===== src/rtl/ddr_axi_burst_master.sv =====
// ddr_axi_burst_master: single-command AXI-style INCR burst initiator for the
// DDR slave port. One burst in flight; write/read data are passed straight
// through between the local streams and the DDR data channels.
module ddr_axi_burst_master #(
    parameter int ID_W   = 4,
    parameter int DATA_W = 32
) (
    input  logic                  DDR_MASTER_CLK,
    input  logic                  DDR_MASTER_RST,

    input  logic                  CMD_VALID,
    output logic                  CMD_READY,
    input  logic                  CMD_WRITE,
    input  logic [31:0]           CMD_ADDR,
    input  logic [7:0]            CMD_LEN,
    input  logic [ID_W-1:0]       CMD_ID,

    input  logic [DATA_W-1:0]     WR_IN_DATA,
    input  logic                  WR_IN_VALID,
    output logic                  WR_IN_READY,

    output logic [DATA_W-1:0]     RD_OUT_DATA,
    output logic                  RD_OUT_VALID,
    input  logic                  RD_OUT_READY,
    output logic                  RD_OUT_LAST,

    output logic                  DONE,
    output logic [1:0]            DONE_ERR,

    output logic [ID_W-1:0]       DDR_MASTER_WR_ADDR_ID,
    output logic [31:0]           DDR_MASTER_WR_ADDR_ADDR,
    output logic [7:0]            DDR_MASTER_WR_ADDR_LEN,
    output logic [1:0]            DDR_MASTER_WR_ADDR_BURST,
    output logic                  DDR_MASTER_WR_ADDR_VALID,
    input  logic                  DDR_MASTER_WR_ADDR_READY,

    output logic [DATA_W-1:0]     DDR_MASTER_WR_DATA,
    output logic [DATA_W/8-1:0]   DDR_MASTER_WR_DATA_STRB,
    output logic                  DDR_MASTER_WR_DATA_LAST,
    output logic                  DDR_MASTER_WR_DATA_VALID,
    input  logic                  DDR_MASTER_WR_DATA_READY,

    input  logic [ID_W-1:0]       DDR_MASTER_WR_BACK_ID,
    input  logic [1:0]            DDR_MASTER_WR_BACK_RESP,
    input  logic                  DDR_MASTER_WR_BACK_VALID,
    output logic                  DDR_MASTER_WR_BACK_READY,

    output logic [ID_W-1:0]       DDR_MASTER_RD_ADDR_ID,
    output logic [31:0]           DDR_MASTER_RD_ADDR_ADDR,
    output logic [7:0]            DDR_MASTER_RD_ADDR_LEN,
    output logic [1:0]            DDR_MASTER_RD_ADDR_BURST,
    output logic                  DDR_MASTER_RD_ADDR_VALID,
    input  logic                  DDR_MASTER_RD_ADDR_READY,

    input  logic [ID_W-1:0]       DDR_MASTER_RD_BACK_ID,
    input  logic [DATA_W-1:0]     DDR_MASTER_RD_BACK_DATA,
    input  logic [1:0]            DDR_MASTER_RD_BACK_DATA_RESP,
    input  logic                  DDR_MASTER_RD_BACK_DATA_LAST,
    input  logic                  DDR_MASTER_RD_BACK_DATA_VALID,
    output logic                  DDR_MASTER_RD_BACK_DATA_READY
);

    typedef enum logic [2:0] {
        IDLE,
        WR_ADDR,
        WR_DATA,
        WR_RESP,
        RD_ADDR,
        RD_DATA,
        FINISH
    } state_t;

    localparam logic [1:0] ERR_OK   = 2'b00;
    localparam logic [1:0] ERR_RESP = 2'b01;
    localparam logic [1:0] ERR_ID   = 2'b10;
    localparam logic [1:0] ERR_LAST = 2'b11;

    state_t            state;
    state_t            state_nxt;
    logic [31:0]       addr_r;
    logic [7:0]        len_r;
    logic [ID_W-1:0]   id_r;
    logic [7:0]        beat;
    logic [1:0]        err;
    logic              drain;

    logic              cmd_hs;
    logic              w_hs;
    logic              b_hs;
    logic              rd_ready;
    logic              r_hs;
    logic              beat_last;
    logic [1:0]        b_err;
    logic [1:0]        r_err;

    // Handshake decode and per-beat error classification
    always_comb begin
        beat_last = (beat == len_r);
        cmd_hs    = (state == IDLE) && CMD_VALID;
        w_hs      = (state == WR_DATA) && WR_IN_VALID && DDR_MASTER_WR_DATA_READY;
        b_hs      = (state == WR_RESP) && DDR_MASTER_WR_BACK_VALID;
        rd_ready  = (state == RD_DATA) && (drain || RD_OUT_READY);
        r_hs      = rd_ready && DDR_MASTER_RD_BACK_DATA_VALID;

        if (DDR_MASTER_WR_BACK_RESP != 2'b00)
            b_err = ERR_RESP;
        else if (DDR_MASTER_WR_BACK_ID != id_r)
            b_err = ERR_ID;
        else
            b_err = ERR_OK;

        if (DDR_MASTER_RD_BACK_DATA_RESP != 2'b00)
            r_err = ERR_RESP;
        else if (DDR_MASTER_RD_BACK_ID != id_r)
            r_err = ERR_ID;
        else if (DDR_MASTER_RD_BACK_DATA_LAST != beat_last)
            r_err = ERR_LAST;
        else
            r_err = ERR_OK;
    end

    // State register
    always_ff @(posedge DDR_MASTER_CLK or posedge DDR_MASTER_RST) begin
        if (DDR_MASTER_RST)
            state <= IDLE;
        else
            state <= state_nxt;
    end

    // Next-state logic
    always_comb begin
        state_nxt = state;
        case (state)
            IDLE:    if (CMD_VALID) state_nxt = CMD_WRITE ? WR_ADDR : RD_ADDR;
            WR_ADDR: if (DDR_MASTER_WR_ADDR_READY) state_nxt = WR_DATA;
            WR_DATA: if (w_hs && beat_last) state_nxt = WR_RESP;
            WR_RESP: if (b_hs) state_nxt = FINISH;
            RD_ADDR: if (DDR_MASTER_RD_ADDR_READY) state_nxt = RD_DATA;
            RD_DATA: if (r_hs && DDR_MASTER_RD_BACK_DATA_LAST) state_nxt = FINISH;
            FINISH:  state_nxt = IDLE;
            default: state_nxt = IDLE;
        endcase
    end

    // Command registers, beat counter, sticky error and overrun-drain flag
    always_ff @(posedge DDR_MASTER_CLK or posedge DDR_MASTER_RST) begin
        if (DDR_MASTER_RST) begin
            addr_r <= '0;
            len_r  <= '0;
            id_r   <= '0;
            beat   <= '0;
            err    <= ERR_OK;
            drain  <= 1'b0;
        end else begin
            if (cmd_hs) begin
                addr_r <= CMD_ADDR;
                len_r  <= CMD_LEN;
                id_r   <= CMD_ID;
                beat   <= '0;
                err    <= ERR_OK;
                drain  <= 1'b0;
            end
            if (w_hs && !beat_last)
                beat <= beat + 8'd1;
            if (b_hs)
                err <= b_err;
            // Once beat LEN has passed without LAST, remaining beats are only swallowed
            if (r_hs && !drain) begin
                if (err == ERR_OK)
                    err <= r_err;
                if (!DDR_MASTER_RD_BACK_DATA_LAST) begin
                    if (beat_last)
                        drain <= 1'b1;
                    else
                        beat <= beat + 8'd1;
                end
            end
        end
    end

    // Output decode from the current state
    always_comb begin
        CMD_READY                     = (state == IDLE);
        DONE                          = (state == FINISH);
        DONE_ERR                      = (state == FINISH) ? err : ERR_OK;

        DDR_MASTER_WR_ADDR_ID         = id_r;
        DDR_MASTER_WR_ADDR_ADDR       = addr_r;
        DDR_MASTER_WR_ADDR_LEN        = len_r;
        DDR_MASTER_WR_ADDR_BURST      = 2'b01;
        DDR_MASTER_WR_ADDR_VALID      = (state == WR_ADDR);

        DDR_MASTER_WR_DATA            = WR_IN_DATA;
        DDR_MASTER_WR_DATA_STRB       = '1;
        DDR_MASTER_WR_DATA_LAST       = 1'b0;
        DDR_MASTER_WR_DATA_VALID      = 1'b0;
        WR_IN_READY                   = 1'b0;

        DDR_MASTER_WR_BACK_READY      = (state == WR_RESP);

        DDR_MASTER_RD_ADDR_ID         = id_r;
        DDR_MASTER_RD_ADDR_ADDR       = addr_r;
        DDR_MASTER_RD_ADDR_LEN        = len_r;
        DDR_MASTER_RD_ADDR_BURST      = 2'b01;
        DDR_MASTER_RD_ADDR_VALID      = (state == RD_ADDR);

        DDR_MASTER_RD_BACK_DATA_READY = rd_ready;
        RD_OUT_DATA                   = DDR_MASTER_RD_BACK_DATA;
        RD_OUT_VALID                  = 1'b0;
        RD_OUT_LAST                   = 1'b0;

        if (state == WR_DATA) begin
            DDR_MASTER_WR_DATA_VALID = WR_IN_VALID;
            WR_IN_READY              = DDR_MASTER_WR_DATA_READY;
            DDR_MASTER_WR_DATA_LAST  = beat_last;
        end

        if (state == RD_DATA && !drain) begin
            RD_OUT_VALID = DDR_MASTER_RD_BACK_DATA_VALID;
            RD_OUT_LAST  = beat_last;
        end
    end

endmodule

===== config.mk =====
export PLATFORM = sky130hd
export DESIGN_NAME = ddr_axi_burst_master
export DESIGN_NICKNAME = d
export VERILOG_FILES = /design/src/rtl/ddr_axi_burst_master.sv
export SDC_FILE = /design/constraint.sdc
export NUM_CORES = 1
export LEC_CHECK = 0
export ABC_AREA = 1
export ABC_CLOCK_PERIOD_IN_PS = 1750
export CORE_MARGIN = 8
export CORE_UTILIZATION = 31
export CTS_CLUSTER_SIZE = 8
export DETAILED_ROUTE_END_ITERATION = 8
export PLACE_DENSITY_LB_ADDON = 0.12
export SLEW_MARGIN = 20
export SYNTH_ARGS = -nofsm -noshare
export SYNTH_HDL_FRONTEND = slang
export SYNTH_SLANG_ARGS = --single-unit

===== constraint.sdc =====
create_clock -name DDR_MASTER_CLK -period 1.75 [get_ports DDR_MASTER_CLK]
set_input_delay 0.4375 -clock DDR_MASTER_CLK [delete_from_list [all_inputs] [get_ports DDR_MASTER_CLK]]
set_output_delay 0.4375 -clock DDR_MASTER_CLK [all_outputs]
set_load 0.05 [all_outputs]

* Word-level counts from Yosys, hierarchy flattened
Index checks and enable logic that the tools add are counted.
Operators by class: $add $sub $neg 1, equality and inequality tests 16, muxes and demuxes 32, reduce and logical (&&, ||, !) cells 19
Operators with widths (number):
- 8-bit two-way mux | 5
- 3-bit two-way mux | 7
- 2-bit two-way mux | 10
- 3-bit case mux with 6 select lines | 1
- 1-bit logical AND | 11
- 3-bit == test, second input constant | 3
- 1-bit two-way mux | 9
- 8-bit by 1-bit adder with 8-bit output, second input constant | 1
- 8-bit == test | 1
- 2-bit by 1-bit inequality test with 1-bit output, second input constant | 4
- 4-bit inequality test | 2
- 3-bit by 2-bit == test with 1-bit output, second input constant | 2
- 6-bit AND reduction | 1
- 2-bit inequality test, second input constant | 2
- 2-bit nonzero test | 2
- 3-bit by 1-bit == test with 1-bit output, second input constant | 1
- 3-bit zero test | 1
- 1-bit zero test | 2
- 2-bit zero test | 1
- 1-bit logical OR | 1
- 1-bit inequality test | 1
Storage, ports and cells: register bits 58, bits of input ports 132, output and inout bits 173, logic and storage cells 75

* Longest topological paths before layout
depth after elaboration 8, gate-level depth with buffers 11, depth with buffers taken out 11

* Least setup slack after synthesis
No wires, ideal clock.
path type register to output, start reg state[2], end out DONE_ERR[0], arrival time 2.472 ns, path slack -1.160 ns, cell stages (with the launch flop) 6, path through dfrtp_1 buf_6 inv_2 nor3_1 inv_1 nor2_1
On the way: word-level cells in the longest chain between the ends 2
RTL lines:
- start: declaration | RTL line 78 | state_t state;
- start signal: assignment | RTL line 127 | state <= state_nxt;
- 3-bit == test
- named net DONE | RTL line 27 | output logic DONE,
- 2-bit two-way mux | RTL line 185 | DONE_ERR = (state == FINISH) ? err : ERR_OK;
- end: declaration | RTL line 28 | output logic [1:0] DONE_ERR,
The timed path passes the listed nets, and every way through them passes these cells.

* Worst setup path in the final report
start reg len_r[7], in the netlist DDR_MASTER_RD_ADDR_LEN[7], end out RD_OUT_LAST
On the way: word-level cells in the longest chain between the ends 2
RTL lines:
- start: declaration | RTL line 81 | logic [7:0] len_r;
- start signal: assignment | RTL line 149 | len_r <= '0;
- start signal: assignment | RTL line 157 | len_r <= CMD_LEN;
- 8-bit == test | RTL line 98 | beat_last = (beat == len_r);
- 1-bit two-way mux | RTL line 218 | if (state == RD_DATA && !drain) begin
- end: declaration | RTL line 25 | output logic RD_OUT_LAST,
No other way between the ends.

==> flow_summary.json <==
{
  "status": "finished, violations left",
  "violations": "negative setup slack",
  "dr.pass1.iters": 4,
  "vias": 2831,
  "dieWidth_um": 127,
  "arrival_ns": 1.59,
  "clk_pin_slew_ns": 0.05,
  "netlist_area_um2": 3850,
  "drtIter0Drc": 66,
  "gr-usage-all-layers": 0.127,
  "pin_count": 305,
  "ys_seq_elements": 58,
  "dieArea_um2": 16300,
  "clock-sinks": 58,
  "synth_edf_count": 0,
  "cts_tree": "built",
  "async_reset_ff_frac": 1.00,
  "setup_viol": 8,
  "clkLatencyLatePin_ns": 0.32,
  "layout-drive-gt1-share": 0.536,
  "num_rows": 40,
  "gp_congestion": 0.808,
  "cts-root-buf": "clkbuf_16",
  "cts_buffers": 9,
  "setup_tns_ns": -0.922,
  "clock_skew_ns": 0.00600,
  "fin_util": 0.503,
  "clockBufferDepth": 2,
  "start_util": 0.320,
  "area_delta_synth_final_pct": 57.5,
  "wl_per_cell_um": 16.0,
  "min_period_ns": 2.03,
  "ys.flop_type": "dfrtp_1",
  "cap_violations": 0,
  "synth_area_per_cell_um2": 9.96,
  "critPathCaptureType": "primary output",
  "grt_overflow": 0,
  "power_density_nw_per_um2": 2400,
  "fill_cells": 1092,
  "fin_nets": 634,
  "finalNonFillerCells": 674,
  "leakagePower_nw": 2.86,
  "coreArea_um2": 12100,
  "yosys.area.top_type": "dfrtp_1",
  "place_area_um2": 5320,
  "vdd_drop_max_v": 0.00152,
  "rrSetupSlack_ns": 0.06,
  "total_power_mw": 14.6,
  "vias_per_cell": 4.20,
  "synth_seq_area_share": 0.377,
  "drc_errors": 0,
  "cp_max_fo": 3,
  "min_from": "err[1]",
  "grt_pass1_vias": 3128,
  "rr_startpoint": "state[1]",
  "cp-start-kind": "flop",
  "port_buffers": 168,
  "crit_type": "reg2out",
  "antenna_found_initial": 0,
  "h-tree-depth": 3,
  "fin_area_um2": 6070,
  "synth.top_cell.area_share": 0.377,
  "critPathRequiredTime_ns": 1.31,
  "die_h_um": 127,
  "fin_crit_sh": 1.16,
  "fin_ws_ns": -0.278,
  "yosysWarnings": 0,
  "routed_wirelength_mm": 10.8,
  "cts-hold-fix-buffers": 0,
  "synthTopCellsByArea": "dfrtp_1 38%, buf_4 23%, mux2_4 15%",
  "ant_nets": 0,
  "hold_slack_ns": 0.520,
  "hold_viol_final": 0,
  "hpwlAfterDp_mm": 8.28,
  "hp-class": "reg2reg",
  "timing.fmax_ghz": 0.493,
  "syn_inst": 387,
  "netlist_top_cells_count": "116 x buf_4, 58 x dfrtp_1, 42 x nand2_1, 39 x mux2_4, 19 x inv_1",
  "antenna_cells": 0,
  "cp-startpoint": "DDR_MASTER_RD_ADDR_LEN[7]",
  "slew_viol_final": 0,
  "ys_types": 34,
  "dp_cells": 634,
  "synthMostInstantiatedCell": "buf_4",
  "grt_pass1_wl_mm": 16.4,
  "rsz0062_at_grt": "true",
  "grt_start_max_net_pins": 31,
  "pre_cts_ws_ns": -0.132
}
==> state kept, by name (all words and copies together) (netlist names) <==
signal / cells
beat: 8
DDR_MASTER_RD_ADDR_ID: 4
state: 3
DDR_MASTER_RD_ADDR_LEN: 8
drain: 1
DDR_MASTER_RD_ADDR_ADDR: 32
err: 2
==> final cells by class <==
| cell class | instances | area (um^2) | area share |
|---|---|---|---|
| Timing Repair Buffer | 219 | 2320 | 0.383 |
| Clock buffer | 11 | 233 | 0.0383 |
| Inverter | 27 | 115 | 0.0190 |
| Clock inverter | 5 | 103 | 0.0169 |
| Multi-Input combinational cell | 186 | 1620 | 0.267 |
| Sequential cell | 58 | 1460 | 0.241 |
| Tap cell | 168 | 210 | 0.0346 |
==> cells by family (layout without fill, tap and decap cells) <==
group | count (synthesis) | after routing | synth area share
simple gates | 98 | 98 | 0.122
flops | 58 | 58 | 0.377
fa+ha+maj | 1 | 1 | 0.00325
mux | 41 | 41 | 0.158
xor+xnor | 18 | 18 | 0.0409
other cells | 2 | 8 | 0.00195
buf+inv | 149 | 262 | 0.269
compound gates | 20 | 20 | 0.0286
==> worst paths after layout <==
check / end / cells after the start
min in group asynchronous: DDR_MASTER_RD_ADDR_ADDR[8] / 3
max: RD_OUT_LAST / 6
max in group asynchronous: state[2] / 3
min reg2reg: err[1] / 2
max reg2reg: DDR_MASTER_RD_ADDR_ID[1] / 8
min: err[1] / 2
==> metal layers <==
layer / up-vias / share of wire / track usage
met3: 38 / 0.10 / 0.0620
met4: 0 / 0.025 / 0.0581
met2: 134 / 0.49 / 0.210
met1: 1312 / 0.38 / 0.134
li1: 1347 / - / -
met5: - / 0 / 0
==> power by group <==
| group | internal, mW | switching (mW) |
|---|---|---|
| Clock | 1.39 | 0.613 |
| Combinational | 4.05 | 5.90 |
| Sequential | 1.97 | 0.661 |
==> timing repair <==
item | 4_1_cts | 5_1_grt
setup endpoints to repair | 13 | 61
gates cloned | 0 | 2
pin swaps | 13 | 15
buffers inserted | 19 | 10
gates resized for setup | 25 | 28
==> placed cells by master (no fill, tap or decap), types with 2 or more instances in the layout <==
master,instances
a21oi_1,6
buf_12,35
buf_4,104
buf_6,11
bufinv_16,3
clkbuf_1,2
clkbuf_16,11
clkdlybuf4s50_1,66
clkinvlp_4,2
conb_1,8
dfrtp_1,48
dfrtp_2,10
inv_1,12
inv_2,10
inv_4,4
mux2_2,2
mux2_4,39
nand2_1,35
nand2_2,4
nand2_4,7
nand2_8,2
nand3_1,8
nand3_2,2
nand3_4,2
nand4_1,6
nor2_1,9
nor2_4,11
nor3_1,3
nor3_4,2
o21ai_0,3
o21ai_1,6
o22ai_1,2
xnor2_1,9
xnor2_2,3
xor2_1,6
==> worst max-delay path, stage by stage (launching register included) <==
cell,delay [ns]
dfrtp_2,0.41
xnor2_1,0.14
nand2_1,0.11
nor2_4,0.15
nand2_4,0.08
nor3_4,0.21
buf_12,0.16
No activity file was read; power rests on OpenSTA's default activity.
==> RTL edit, RTL diff (same flow settings) <==
Put a register stage on the output `DONE_ERR`, without a reset. The value now appears one clock later. The other outputs are not delayed to match.
--- a/src/rtl/ddr_axi_burst_master.sv
+++ b/src/rtl/ddr_axi_burst_master.sv
@@ -76,2 +76,4 @@
     localparam logic [1:0] ERR_LAST = 2'b11;
+
+    logic [1:0] DONE_ERR_d;
 
@@ -184,3 +186,3 @@
         DONE                          = (state == FINISH);
-        DONE_ERR                      = (state == FINISH) ? err : ERR_OK;
+        DONE_ERR_d                    = (state == FINISH) ? err : ERR_OK;
 
@@ -223,2 +225,6 @@
 
+    always_ff @(posedge DDR_MASTER_CLK) begin
+        DONE_ERR <= DONE_ERR_d;
+    end
+
 endmodule
Function: changed (Yosys sat finds a counterexample within 4 cycles, from zero or initial values and one cycle with DDR_MASTER_RST high).
==> RTL edit against the original RTL <==
The flow still finishes with violations (setup timing). Synthesized area decreased by 0.71%. Power is 6.0% lower. Design area down 4.6%. Routed wire length increased by 1.9%. Worst setup slack better by 8.9 ps. Core utilization shrank 2.1 points. Synthesized cell count rose by 2.6%. Global-route usage up 0.66 points. Sequential cell count up 2. Cell count is 2.2% lower. Largest cell class unchanged. Largest power group unchanged.
==> RTL edit: results (changes against the original RTL) <==
Sw Ratio=0.509 (was 0.492); per-cell routed wire length=16.7 um (was 16.0 um); DR pass1 iterations=4 (unchanged); via/cell ratio=4.38 (was 4.20); static leakage=2.75 nW (was 2.86 nW); first-pass GRT wire length=16900 um (was 16400 um); number of global-route vias before repair=3156 (was 3128); Comb pwr share=0.685 (was 0.682); cts bufs inserted=9 (unchanged); GRT Overall Usage=0.134 (was 0.127); FF-to-FF Start=state[2]$_DFFE_PP0P_ (was state[1]$_DFFE_PP0P_); Reg2Reg Setup Slack=70 ps; share of post-route cells with drive strength above 1=0.498 (was 0.536); asr flop ratio synth=0.967 (was 1.00); outcome=finished, violations left (unchanged); CTS H-tree depth=3 (unchanged); Diodes inserted=0 (unchanged); clk_lat worst skew=320 ps (about the same); Initial DRC Count=89 (was 66); Synth Area in Adders=0.00327 (was 0.00325); Setup crit start=DDR_MASTER_RD_ADDR_LEN[7]$_DFFE_PP0P_ (unchanged); Warnings, synthesis=0 (unchanged); CTS Root Cell=clkbuf_16 (unchanged); post-synthesis mux area share=0.134 (was 0.158); max reg flops=32 (unchanged); Total Wirelength=11000 um (was 10800 um); critical path's slowest cell=dfrtp_2 (unchanged); synth top area cells=dfrtp_1 (38%), buf_4 (23%), mux2_2 (7.9%) (was dfrtp_1 (38%), buf_4 (23%), mux2_4 (15%)); Reg2Reg Depth=10 (was 8); Post-synth top cells=buf_4 (116), dfrtp_1 (58), nand2_1 (56) (was buf_4 (116), dfrtp_1 (58), nand2_1 (42)); largest net degree at the start of global routing=23 (was 31); Reg clk slew, reported paths=50 ps (about the same); final hold slack=437 ps (was 520 ps); CTS Buffer Depth=2 (unchanged); failing checks=setup timing (unchanged); Synth Area in Compound Gates=0.0186 (was 0.0286); IO Port Bufs=168 (unchanged); GPL Wtd Cong=0.802 (was 0.808); Placement Cell Area=5240 sq um (was 5320 sq um); hpwl dp=8790 um (was 8280 um); clock skew=4.67 ps (was 6.00 ps); placed cell count=629 (was 634); sequential area share after synthesis=0.390 (was 0.377); synth unique cells=34 (unchanged); reg2reg end=state[1]$_DFFE_PP0P_ (was DDR_MASTER_RD_ADDR_ID[1]$_DFFE_PP0P_); Max VDD drop=0.00162 V (was 0.00152 V); flip-flop and latch area=1500 sq um (was 1460 sq um); Post-Synth XOR/XNOR Area=0.0435 (was 0.0409); Worst Setup EP=RD_OUT_LAST (unchanged); final setup fails=7 (was 8); initial antenna violation count=0 (unchanged); syn_area_per_cell=9.64 sq um (was 9.96 sq um); nets@finish=640 (was 634); family with the most delay on the worst path=simple AND/OR/NAND/NOR gates (unchanged); fillers=1134 (was 1092); Final WS setup=-269 ps (was -278 ps); Max stage delay on crit path=420 ps; HP Class=in2async (was reg2reg)
==> RTL edit: cell types whose count changed after synthesis, moves of 3 or more <==
cell,unedited run,this run
mux2_2,2,27
o21ai_1,7,1
inv_2,7,4
nand3_1,11,16
mux2_4,39,14
nand2_1,42,56
inv_1,19,24
==> RTL edit: power groups by stage <==
stage | combinational, mW | clock (mW) | sequential, mW
final | 9.38 | 1.69 | 2.63
after global routing | 9.79 | 1.81 | 2.74
after CTS | 9.26 | 1.75 | 2.65
after detailed placement | 9.01 | 0 | 2.63
after global placement | 8.97 | 0 | 2.63
after floorplan | 4.96 | 0 | 4.35
==> RTL edit: layout make-up <==
type                       instances  share of cell area
clock buffer                      15              0.0497
clock inverter                     1            0.000864
inverter                          29              0.0233
multi-input combinational        192               0.257
sequential                        60               0.260
tap                              147              0.0318
timing repair buffer             215               0.378
==> RTL edit: through the flow <==
stage	setup WS [ps]	TNS [ps]
2_1_floorplan	-222	-274
4_1_cts	-285	-689
3_3_place_gp	-162	-683
3_5_place_dp	-181	-964
5_1_grt	-371	-1370
6_report	-269	-729
==> RTL edit: what timing repair did <==
action	4_1_cts	5_1_grt
pin swaps	12	11
hold endpoints to repair	0	0
setup buffers	8	8
resized for setup	26	16
endpoints found under the setup margin	8	13
==> RTL edit: worst register-to-register path: stages (launching register included) <==
cell and delay, ps:
dfrtp_2 440, buf_4 160, nor2_4 100, nand2_4 100, buf_4 150, nor3_4 170
nand3_1 100, nand2_1 120, nand3_1 100, nand2_1 70, nand2_1 50
==> RTL edit: per-layer routing <==
| layer | GRT usage | share of wire |
|---|---|---|
| met1 | 0.144 | 0.38 |
| met2 | 0.206 | 0.46 |
| met3 | 0.0649 | 0.11 |
| met4 | 0.0882 | 0.044 |
| met5 | 0 | 0 |
